===== config.mk =====
export PLATFORM = sky130hd
export DESIGN_NAME = tt_dpll_lock_ctrl
export DESIGN_NICKNAME = d
export VERILOG_FILES = /design/src/rtl/tt_dpll_lock_ctrl.sv
export SDC_FILE = /design/constraint.sdc
export NUM_CORES = 1
export LEC_CHECK = 0
export ABC_AREA = 1
export CELL_PAD_IN_SITES_DETAIL_PLACEMENT = 1
export CELL_PAD_IN_SITES_GLOBAL_PLACEMENT = 1
export CORE_UTILIZATION = 28
export CTS_CLUSTER_SIZE = 24
export DETAILED_ROUTE_END_ITERATION = 10
export GPL_TIMING_DRIVEN = 1
export PLACE_DENSITY = 0.65
export SLEW_MARGIN = 30
export SYNTH_ARGS = -nofsm -noshare
export SYNTH_HDL_FRONTEND = slang
export SYNTH_SLANG_ARGS = --single-unit

===== constraint.sdc =====
create_clock -name i_clk -period 1.55 [get_ports i_clk]
set_input_delay 0.31 -clock i_clk [delete_from_list [all_inputs] [get_ports i_clk]]
set_output_delay 0.31 -clock i_clk [all_outputs]
set_load 0.01 [all_outputs]

===== src/rtl/tt_dpll_lock_ctrl.sv =====
`timescale 1ns/1ps
`default_nettype none
// +----------------------------------------------------------------------------+
// | Module      : tt_dpll_lock_ctrl                                            |
// | Description : DPLL acquisition and lock sequencer. Steps the loop through  |
// |               integrator clear, high-gain acquire, low-gain track and lock |
// |               monitoring, with counted and hysteretic lock detection.      |
// | Options     : TT_DPLL_LOCK_CTRL_TIMEOUT_EN adds a TRACK timeout that       |
// |               restarts acquisition when lock is not reached in time.       |
// | Revision    : 1.0 - initial release                                        |
// +----------------------------------------------------------------------------+
module tt_dpll_lock_ctrl #(
    parameter int GAIN_W         = 4,
    parameter int ACQ_GAIN       = 8,
    parameter int TRK_GAIN       = 2,
    parameter int ACQ_CYCLES     = 256,
    parameter int LOCK_CNT       = 64,
    parameter int UNLOCK_CNT     = 4,
    parameter int TIMEOUT_CYCLES = 4096
) (
    input  logic              i_clk,
    input  logic              i_rst_n,
    input  logic              i_enable,
    input  logic              i_up,
    input  logic              i_down,
    output logic              o_lpf_clear,
    output logic [GAIN_W-1:0] o_gain,
    output logic [2:0]        o_state,
    output logic              o_locked,
    output logic [7:0]        o_relock_cnt
);

    typedef enum logic [2:0] {
        ST_IDLE    = 3'd0,
        ST_CLEAR   = 3'd1,
        ST_ACQUIRE = 3'd2,
        ST_TRACK   = 3'd3,
        ST_LOCKED  = 3'd4
    } state_t;

    // Integrator clear is held for a fixed two cycles.
    localparam int c_clr_cycles = 2;
    localparam int c_clr_w      = $clog2(c_clr_cycles + 1);
    localparam int c_acq_w      = $clog2(ACQ_CYCLES + 1);
    localparam int c_lock_w     = $clog2(LOCK_CNT + 1);
    localparam int c_unlock_w   = $clog2(UNLOCK_CNT + 1);

    // Terminal values: a transition fires on the edge where the counter
    // would step from "last" to the full count.
    localparam logic [c_clr_w-1:0]    c_clr_last    = c_clr_w'(c_clr_cycles - 1);
    localparam logic [c_acq_w-1:0]    c_acq_last    = c_acq_w'(ACQ_CYCLES - 1);
    localparam logic [c_lock_w-1:0]   c_lock_last   = c_lock_w'(LOCK_CNT - 1);
    localparam logic [c_unlock_w-1:0] c_unlock_last = c_unlock_w'(UNLOCK_CNT - 1);
    localparam logic [GAIN_W-1:0]     c_acq_gain    = GAIN_W'(ACQ_GAIN);
    localparam logic [GAIN_W-1:0]     c_trk_gain    = GAIN_W'(TRK_GAIN);

    state_t                  r_state;
    state_t                  w_state_next;
    logic [c_clr_w-1:0]      r_clr_cnt;
    logic [c_acq_w-1:0]      r_acq_cnt;
    logic [c_lock_w-1:0]     r_quiet_cnt;
    logic [c_unlock_w-1:0]   r_active_cnt;
    logic [7:0]              r_relock_cnt;
    logic                    w_quiet;
    logic                    w_relock_evt;
    logic                    w_timeout;
    logic                    w_cnt_clear;

    // Both PFD pulses together is treated as activity, not as quiet.
    assign w_quiet = !i_up && !i_down;

    // Every counter restarts on any state change and while disabled.
    assign w_cnt_clear = (w_state_next != r_state) || !i_enable;

`ifdef TT_DPLL_LOCK_CTRL_TIMEOUT_EN
    localparam int                 c_trk_w    = $clog2(TIMEOUT_CYCLES + 1);
    localparam logic [c_trk_w-1:0] c_trk_last = c_trk_w'(TIMEOUT_CYCLES - 1);

    logic [c_trk_w-1:0] r_trk_cnt;

    // Counts cycles spent in TRACK since entry.
    always_ff @(posedge i_clk or negedge i_rst_n) begin
        if (!i_rst_n) begin
            r_trk_cnt <= '0;
        end else if (w_cnt_clear) begin
            r_trk_cnt <= '0;
        end else if (r_state == ST_TRACK) begin
            r_trk_cnt <= r_trk_cnt + 1'b1;
        end
    end

    assign w_timeout = (r_trk_cnt == c_trk_last);
`else
    assign w_timeout = 1'b0;
`endif

    // State register.
    always_ff @(posedge i_clk or negedge i_rst_n) begin
        if (!i_rst_n) begin
            r_state <= ST_IDLE;
        end else begin
            r_state <= w_state_next;
        end
    end

    // Next-state decode; a disable request overrides every other transition.
    always_comb begin
        w_state_next = r_state;
        w_relock_evt = 1'b0;
        if (!i_enable) begin
            w_state_next = ST_IDLE;
        end else begin
            case (r_state)
                ST_IDLE: begin
                    w_state_next = ST_CLEAR;
                end
                ST_CLEAR: begin
                    if (r_clr_cnt == c_clr_last) begin
                        w_state_next = ST_ACQUIRE;
                    end
                end
                ST_ACQUIRE: begin
                    if (r_acq_cnt == c_acq_last) begin
                        w_state_next = ST_TRACK;
                    end
                end
                ST_TRACK: begin
                    // Lock qualification wins over a coincident timeout.
                    if (w_quiet && (r_quiet_cnt == c_lock_last)) begin
                        w_state_next = ST_LOCKED;
                    end else if (w_timeout) begin
                        w_state_next = ST_CLEAR;
                        w_relock_evt = 1'b1;
                    end
                end
                ST_LOCKED: begin
                    if (!w_quiet && (r_active_cnt == c_unlock_last)) begin
                        w_state_next = ST_CLEAR;
                        w_relock_evt = 1'b1;
                    end
                end
                default: begin
                    w_state_next = ST_IDLE;
                end
            endcase
        end
    end

    // Per-state dwell, quiet and active counters.
    always_ff @(posedge i_clk or negedge i_rst_n) begin
        if (!i_rst_n) begin
            r_clr_cnt    <= '0;
            r_acq_cnt    <= '0;
            r_quiet_cnt  <= '0;
            r_active_cnt <= '0;
        end else if (w_cnt_clear) begin
            r_clr_cnt    <= '0;
            r_acq_cnt    <= '0;
            r_quiet_cnt  <= '0;
            r_active_cnt <= '0;
        end else begin
            case (r_state)
                ST_CLEAR:   r_clr_cnt <= r_clr_cnt + 1'b1;
                ST_ACQUIRE: r_acq_cnt <= r_acq_cnt + 1'b1;
                ST_TRACK:   r_quiet_cnt  <= w_quiet ? r_quiet_cnt + 1'b1 : '0;
                ST_LOCKED:  r_active_cnt <= w_quiet ? '0 : r_active_cnt + 1'b1;
                default:    ;
            endcase
        end
    end

    // Saturating count of lock losses and timeouts; only reset clears it.
    always_ff @(posedge i_clk or negedge i_rst_n) begin
        if (!i_rst_n) begin
            r_relock_cnt <= 8'd0;
        end else if (w_relock_evt && (r_relock_cnt != 8'hFF)) begin
            r_relock_cnt <= r_relock_cnt + 8'd1;
        end
    end

    // Moore output decode from the state register only.
    always_comb begin
        o_lpf_clear = 1'b0;
        o_gain      = '0;
        o_locked    = 1'b0;
        case (r_state)
            ST_CLEAR:   o_lpf_clear = 1'b1;
            ST_ACQUIRE: o_gain      = c_acq_gain;
            ST_TRACK:   o_gain      = c_trk_gain;
            ST_LOCKED: begin
                o_gain   = c_trk_gain;
                o_locked = 1'b1;
            end
            default:    ;
        endcase
    end

    assign o_state      = r_state;
    assign o_relock_cnt = r_relock_cnt;

endmodule
`default_nettype wire


# After elaboration in Yosys (flattened, before gate mapping)
# Index checks and enable logic that the tools add are counted.
# W data, S select, Z words.
dict set report classes {
  div_mod_pow 0
  n_reduce_logical 15
  add_sub_neg 5
  shifts 0
  n_bitwise 0
  magnitude_cmp 0
  n_eq_ne 10
  n_mul 0
  n_mux 22
}
# op count
set ops {}
lappend ops {{$mux W3} 8}
lappend ops {{$mux W7} 3}
lappend ops {{$mux W9} 2}
lappend ops {{$pmux W3 S5} 1}
lappend ops {{$add A9 B1 Y9 const B} 1}
lappend ops {{$eq A3 B2 Y1 const B} 3}
lappend ops {{$eq A9 B8 Y1 const B} 1}
lappend ops {{$add A8 B1 Y8 const B} 1}
lappend ops {{$ne A8 B8 Y1 const B} 1}
lappend ops {{$pmux W4 S2} 1}
lappend ops {{$reduce_bool A2 Y1} 4}
lappend ops {{$add A7 B1 Y7 const B} 1}
lappend ops {{$eq A7 B6 Y1 const B} 1}
lappend ops {{$mux W1} 5}
lappend ops {{$logic_and A1 B1 Y1} 4}
lappend ops {{$logic_not A1 Y1} 4}
lappend ops {{$mux W2} 2}
lappend ops {{$add A3 B1 Y3 const B} 1}
lappend ops {{$eq A3 B1 Y1 const B} 1}
lappend ops {{$eq A3 B3 Y1 const B} 1}
lappend ops {{$logic_not A3 Y1} 1}
lappend ops {{$ne A3 B3 Y1} 1}
lappend ops {{$add A2 B1 Y2 const B} 1}
lappend ops {{$eq A2 B1 Y1 const B} 1}
lappend ops {{other kinds (2)} 2}
dict set report word_totals {
  latch_bits 0
  mem_count 0
  elab_cells 58
  output_inout_bits 17
  rom_bits 0
  ramBits 0
  regBits 32
}

# Longest topological paths before layout
dict set report logic_depth {
  depth_word 10
  ltp_mapped 12
  mapped_depth_nobuf 11
}

# Least setup slack after synthesis
# No wires, ideal clock.
dict set report synth_timing {
  kind {reg2reg}
  start {register r_acq_cnt[0]}
  end {register r_quiet_cnt[3]}
  t_arrival_ns 1.622
  path_buffers 1
  slack_ns -0.152
  path_stages_with_launch 13
  setup_time_ns 0.080
  cell_sequence {dfrtp_1 > ha_1 > nand2_1 > nor3_1 > and3_1 > ha_1 > nand2_2 > nand3_2 > nand2_1 > nand2_1 > nand3_2 > buf_6 > nor3_2}
}
dict set report synth_between {
  elab_chain_cells 7
  elab_cells_between_ends 8
  cone_classes {2 x eq/ne; 4 x mux; 2 x reduce/logical}
}
# element line
set synth_lines {}
lappend synth_lines {{start, declared} 60} ;# logic [c_acq_w-1:0] r_acq_cnt;
lappend synth_lines {{start signal, assigned} 164} ;# ST_ACQUIRE: r_acq_cnt <= r_acq_cnt + 1'b1;
lappend synth_lines {{$eq A9 B8 Y1 (*)} 123} ;# if (r_acq_cnt == c_acq_last) begin
lappend synth_lines {{$mux W3 (*)} 123}
lappend synth_lines {{$pmux W3 S5 (*)} 113} ;# case (r_state)
lappend synth_lines {{$mux W3 (*)} 110} ;# if (!i_enable) begin
lappend synth_lines {{$ne A3 B3 Y1 (*)} 73} ;# assign w_cnt_clear = (w_state_next != r_state) || !i_enable;
lappend synth_lines {{$logic_or A1 B1 Y1 (*)} 73}
lappend synth_lines {{$mux W7 or $reduce_bool A2 Y1 (tied branches)} --}
lappend synth_lines {{end signal, assigned} 165} ;# ST_TRACK: r_quiet_cnt <= w_quiet ? r_quiet_cnt + 1'b1 : '0;
lappend synth_lines {{end, declared} 61} ;# logic [c_lock_w-1:0] r_quiet_cnt;
# Mark *: on every way between the ends. The rest lies on a longest branch, timed or not.
# A chain may end at the register's enable or synchronous reset.

# Worst setup path after layout
dict set report layout_timing {
  start {register r_state[1], in the netlist o_state[1]}
  end {register r_relock_cnt[7], in the netlist o_relock_cnt[7]}
}
dict set report layout_between {
  elab_chain_cells 4
}
# element line
set layout_lines {}
lappend layout_lines {{start, declared} 57} ;# state_t r_state;
lappend layout_lines {{start signal, assigned} 102} ;# r_state <= w_state_next;
lappend layout_lines {{$eq A3 B3 Y1} 113}
lappend layout_lines {{$mux W1} --}
lappend layout_lines {{$mux W1} 110}
lappend layout_lines {{$logic_and A1 B1 Y1} 176} ;# end else if (w_relock_evt && (r_relock_cnt != 8'hFF)) begin
lappend layout_lines {{end signal, assigned} 177} ;# r_relock_cnt <= r_relock_cnt + 8'd1;
lappend layout_lines {{end, declared} 63} ;# logic [7:0] r_relock_cnt;
# Every way passes these cells.

==> impl_metrics.ini <==
[final_layout]
layout.cells.non_filler = 377
final_net_count = 312
area_growth_pct = 55.6
fillers = 755
drive_above_1_share_pct = 50.3
final_util_pct = 46.3
final_design_area_no_fill_sq_um = 3020
antenna_diode_instance_count = 0

[floorplanning]
initial_standard_cell_utilization_of_the_core_pct = 29.8
io_pins = 22
row_count = 29
core_area_sq_um = 6530
vertical_die_dimension_microns = 85.3
design.die.area_sq_um = 7280
die_width_microns = 85.3

[place]
dpl-instance-area_sq_um = 2530
placedCellCount = 347
gp_routability_congestion = 0.753
hpwlAfterDp_microns = 3440
detailedPlace.worstSlack_ns = -0.431
buffer_ports.inserted = 19

[sta]
setup_viol = 33
grt_setup_unrepaired = true
worst_clock_skew_ns = 0.00794
hold_viol = 0
fin_crit_sh_pct = 122
setup_ws_ns = -0.345
max_freq_mhz = 528
layout_min_cycle_time_ns = 1.90
drv_slew = 0

[power]
report.power.total_mw = 2.07
leakagePower_nw = 1.41
ir_drop_mv = 0.374
power_density_nw_per_um2 = 684

[critical_path]
path_buf_inv = 3
worstPathRequired_ns = 1.77
cp-end-kind = flop
reg2regPathDepth = 12
critical_path_cell_count = 12
critical_path.reg2reg.endpoint = o_relock_cnt[7]
slowest_stage = sky130_fd_sc_hd__dfrtp_2
worst_path_fanout_max = 5
path_delay_family = simple AND/OR/NAND/NOR gates
r2r_setup_slack_ns = -0.35
criticalPathCategory = flop to flop
launch_instance_of_the_worst_register_to_register_path = o_state[1]
critical_path_arrival_ns = 2.12
crit_chain = buf_6 -> buf_6 -> nor2_4 -> nand2_4 -> nor2_4 -> buf_6 -> nand3_4 -> nor2_4 -> nand3_4 -> nor2_1 -> nand2_1 -> nand2_1
start_kind = flop
setup.worst_path.start = o_state[1]
crit_path_max_incr_delay_ns = 0.42

[clocking]
numCtsBuffers = 5
insertion_delay_ns = 0.29
cts-htree-levels = 2
clock-root-buffer = sky130_fd_sc_hd__clkbuf_8
cts.sinks = 32
clkSlewWorstSetupHoldPaths_ns = 0.07
clock_tree_from_tritoncts = built
cts-hold-fix-buffers = 0
clock_path_buffers = 2

[yosys]
synth_area_sq_um = 1940
avgSynthCellArea_sq_um = 9.04
ys_dominant_reg_cell = sky130_fd_sc_hd__dfrtp_1
synth.top_cells.by_count = 34 x sky130_fd_sc_hd__nand2_1, 32 x sky130_fd_sc_hd__dfrtp_1, 26 x sky130_fd_sc_hd__inv_1, 20 x sky130_fd_sc_hd__nor3_2, 15 x sky130_fd_sc_hd__nor2_1
post-synth-top-area-fraction_pct = 41.2
synthDistinctLibCells = 32
asyncSetResetFlopFracSynth_pct = 100
largest_cells_by_area_after_synthesis = sky130_fd_sc_hd__dfrtp_1 41%, sky130_fd_sc_hd__nor3_2 10%, sky130_fd_sc_hd__nand2_1 6.6%
netlist_instances = 215
synth-edff-count = 0
synth_largest_area_cell = sky130_fd_sc_hd__dfrtp_1
ys_seq_elements = 32
synth_seq_area_share_pct = 41.2
synthesis.yosys.warnings = 0
synthMostInstantiatedCell = sky130_fd_sc_hd__nand2_1

[outcome]
violated_checks = negative setup slack
outcome = finished with violations

[min_path]
hold_path_class = input port to asynchronous set/reset pin

[global_route]
largest_net_degree_at_the_start_of_global_routing = 33
grt_pass1_vias = 1892
grt_pass1_wl_microns = 8970
global_route.overflow_total = 0
grt_antenna_before_repair = 0
grt_use_total_pct = 15.8

[routing]
ant_nets = 0
drt-vias-per-instance = 4.73
routed-via-count = 1782
drt_iter0_markers = 43
drt_wl_total_microns = 5910
drcViolationCount = 0
dr_pass1_iterations = 4
post_drt_wl_per_cell_microns = 15.7

[job]
max-cap-violations = 0
==> worst register-to-register path, delay by kind of cell, from the launching register on <==
kind	cells	cell delay (ns)
AND/OR/NAND/NOR	9	1.06
flip-flops	1	0.42
buffers and inverters	3	0.35
==> state kept, by name (all words and copies together) (netlist names) <==
| signal | cells |
|---|---|
| r_active_cnt | 3 |
| r_clr_cnt | 2 |
| r_quiet_cnt | 7 |
| o_relock_cnt | 8 |
| o_state | 3 |
| r_acq_cnt | 9 |
==> metrics by stage <==
| stage | hold slack (ns) | TNS [ns] |
|---|---|---|
| 2_1_floorplan | 0.0144 | -2.20 |
| 3_3_place_gp | 0.504 | -9.98 |
| 3_5_place_dp | 0.519 | -11.67 |
| 4_1_cts | 0.388 | -6.91 |
| 5_1_grt | 0.416 | -11.63 |
| 6_report | 0.375 | -8.14 |
==> layer usage <==
| metal | track usage [%] | routed length [microns] | vias up |
|---|---|---|---|
| li1 | - | - | 863 |
| met1 | 18.8 | 2390 | 880 |
| met2 | 28.7 | 3220 | 31 |
| met3 | 3.11 | 214 | 8 |
| met4 | 5.00 | 81 | 0 |
| met5 | 0 | 0 | - |
==> cell type report <==
class	count	area (sq um)	share of cell area [%]
clock buffer	7	96.3	3.19
tap	77	96.3	3.19
inverter	29	115	3.81
multi-input combinational	148	1170	38.6
timing repair buffer	84	744	24.6
sequential	32	805	26.6
==> cell usage in the layout, fill, tap and decap left out, types with 4 or more instances in the layout <==
cell,synthesis,final
sky130_fd_sc_hd__buf_6,4,15
sky130_fd_sc_hd__clkdlybuf4s50_1,0,7
sky130_fd_sc_hd__xor2_1,10,9
sky130_fd_sc_hd__dfrtp_1,32,29
sky130_fd_sc_hd__nor3_2,20,20
sky130_fd_sc_hd__nor2_4,1,7
sky130_fd_sc_hd__nand2_1,34,28
sky130_fd_sc_hd__nand3_2,7,5
sky130_fd_sc_hd__a21oi_1,9,9
sky130_fd_sc_hd__o21ai_0,5,4
sky130_fd_sc_hd__clkbuf_8,0,7
sky130_fd_sc_hd__dlygate4sd2_1,0,6
sky130_fd_sc_hd__nand3_1,10,8
sky130_fd_sc_hd__nand2_2,2,8
sky130_fd_sc_hd__inv_1,26,23
sky130_fd_sc_hd__nor2_1,15,11
sky130_fd_sc_hd__buf_4,2,49
sky130_fd_sc_hd__nand3_4,0,4
sky130_fd_sc_hd__ha_2,0,4
==> worst max-delay path by stage <==
stage	to	slack, ns
6_report	o_relock_cnt[7]	-0.35
5_1_grt	r_quiet_cnt[1]	-0.46
4_1_cts	r_quiet_cnt[2]	-0.33
3_5_place_dp	r_quiet_cnt[2]	-0.43
3_3_place_gp	r_active_cnt[2]	-0.36
2_1_floorplan	r_quiet_cnt[3]	-0.11
==> power by group <==
group	leakage, nW	internal, mW	switching [mW]
Clock	0.0503	0.396	0.318
Sequential	0.439	0.848	0.0107
Combinational	0.917	0.210	0.285
Total	1.41	1.45	0.613
==> kinds of logic (layout without fill, tap and decap cells) <==
kind of cell	after synthesis	after routing	synth area share [%]
other	1	2	0.193
buffers and inverters	36	120	8.95
AND/OR/NAND/NOR	105	105	32.6
flip-flops	32	32	41.2
adder cells (fa/ha/maj)	7	7	4.51
XOR/XNOR	14	14	6.31
AO/OA/AOI/OAI	18	18	5.09
multiplexers	2	2	1.16
==> what timing repair did <==
action | in CTS | in global routing
buffers inserted | 11 | 14
pin swaps | 6 | 10
cloned | 0 | 0
resized for setup | 58 | 31
hold endpoints to repair | 0 | 0
endpoints found under the setup margin | 44 | 36
Note: power is estimated with default switching activity, not from simulation.
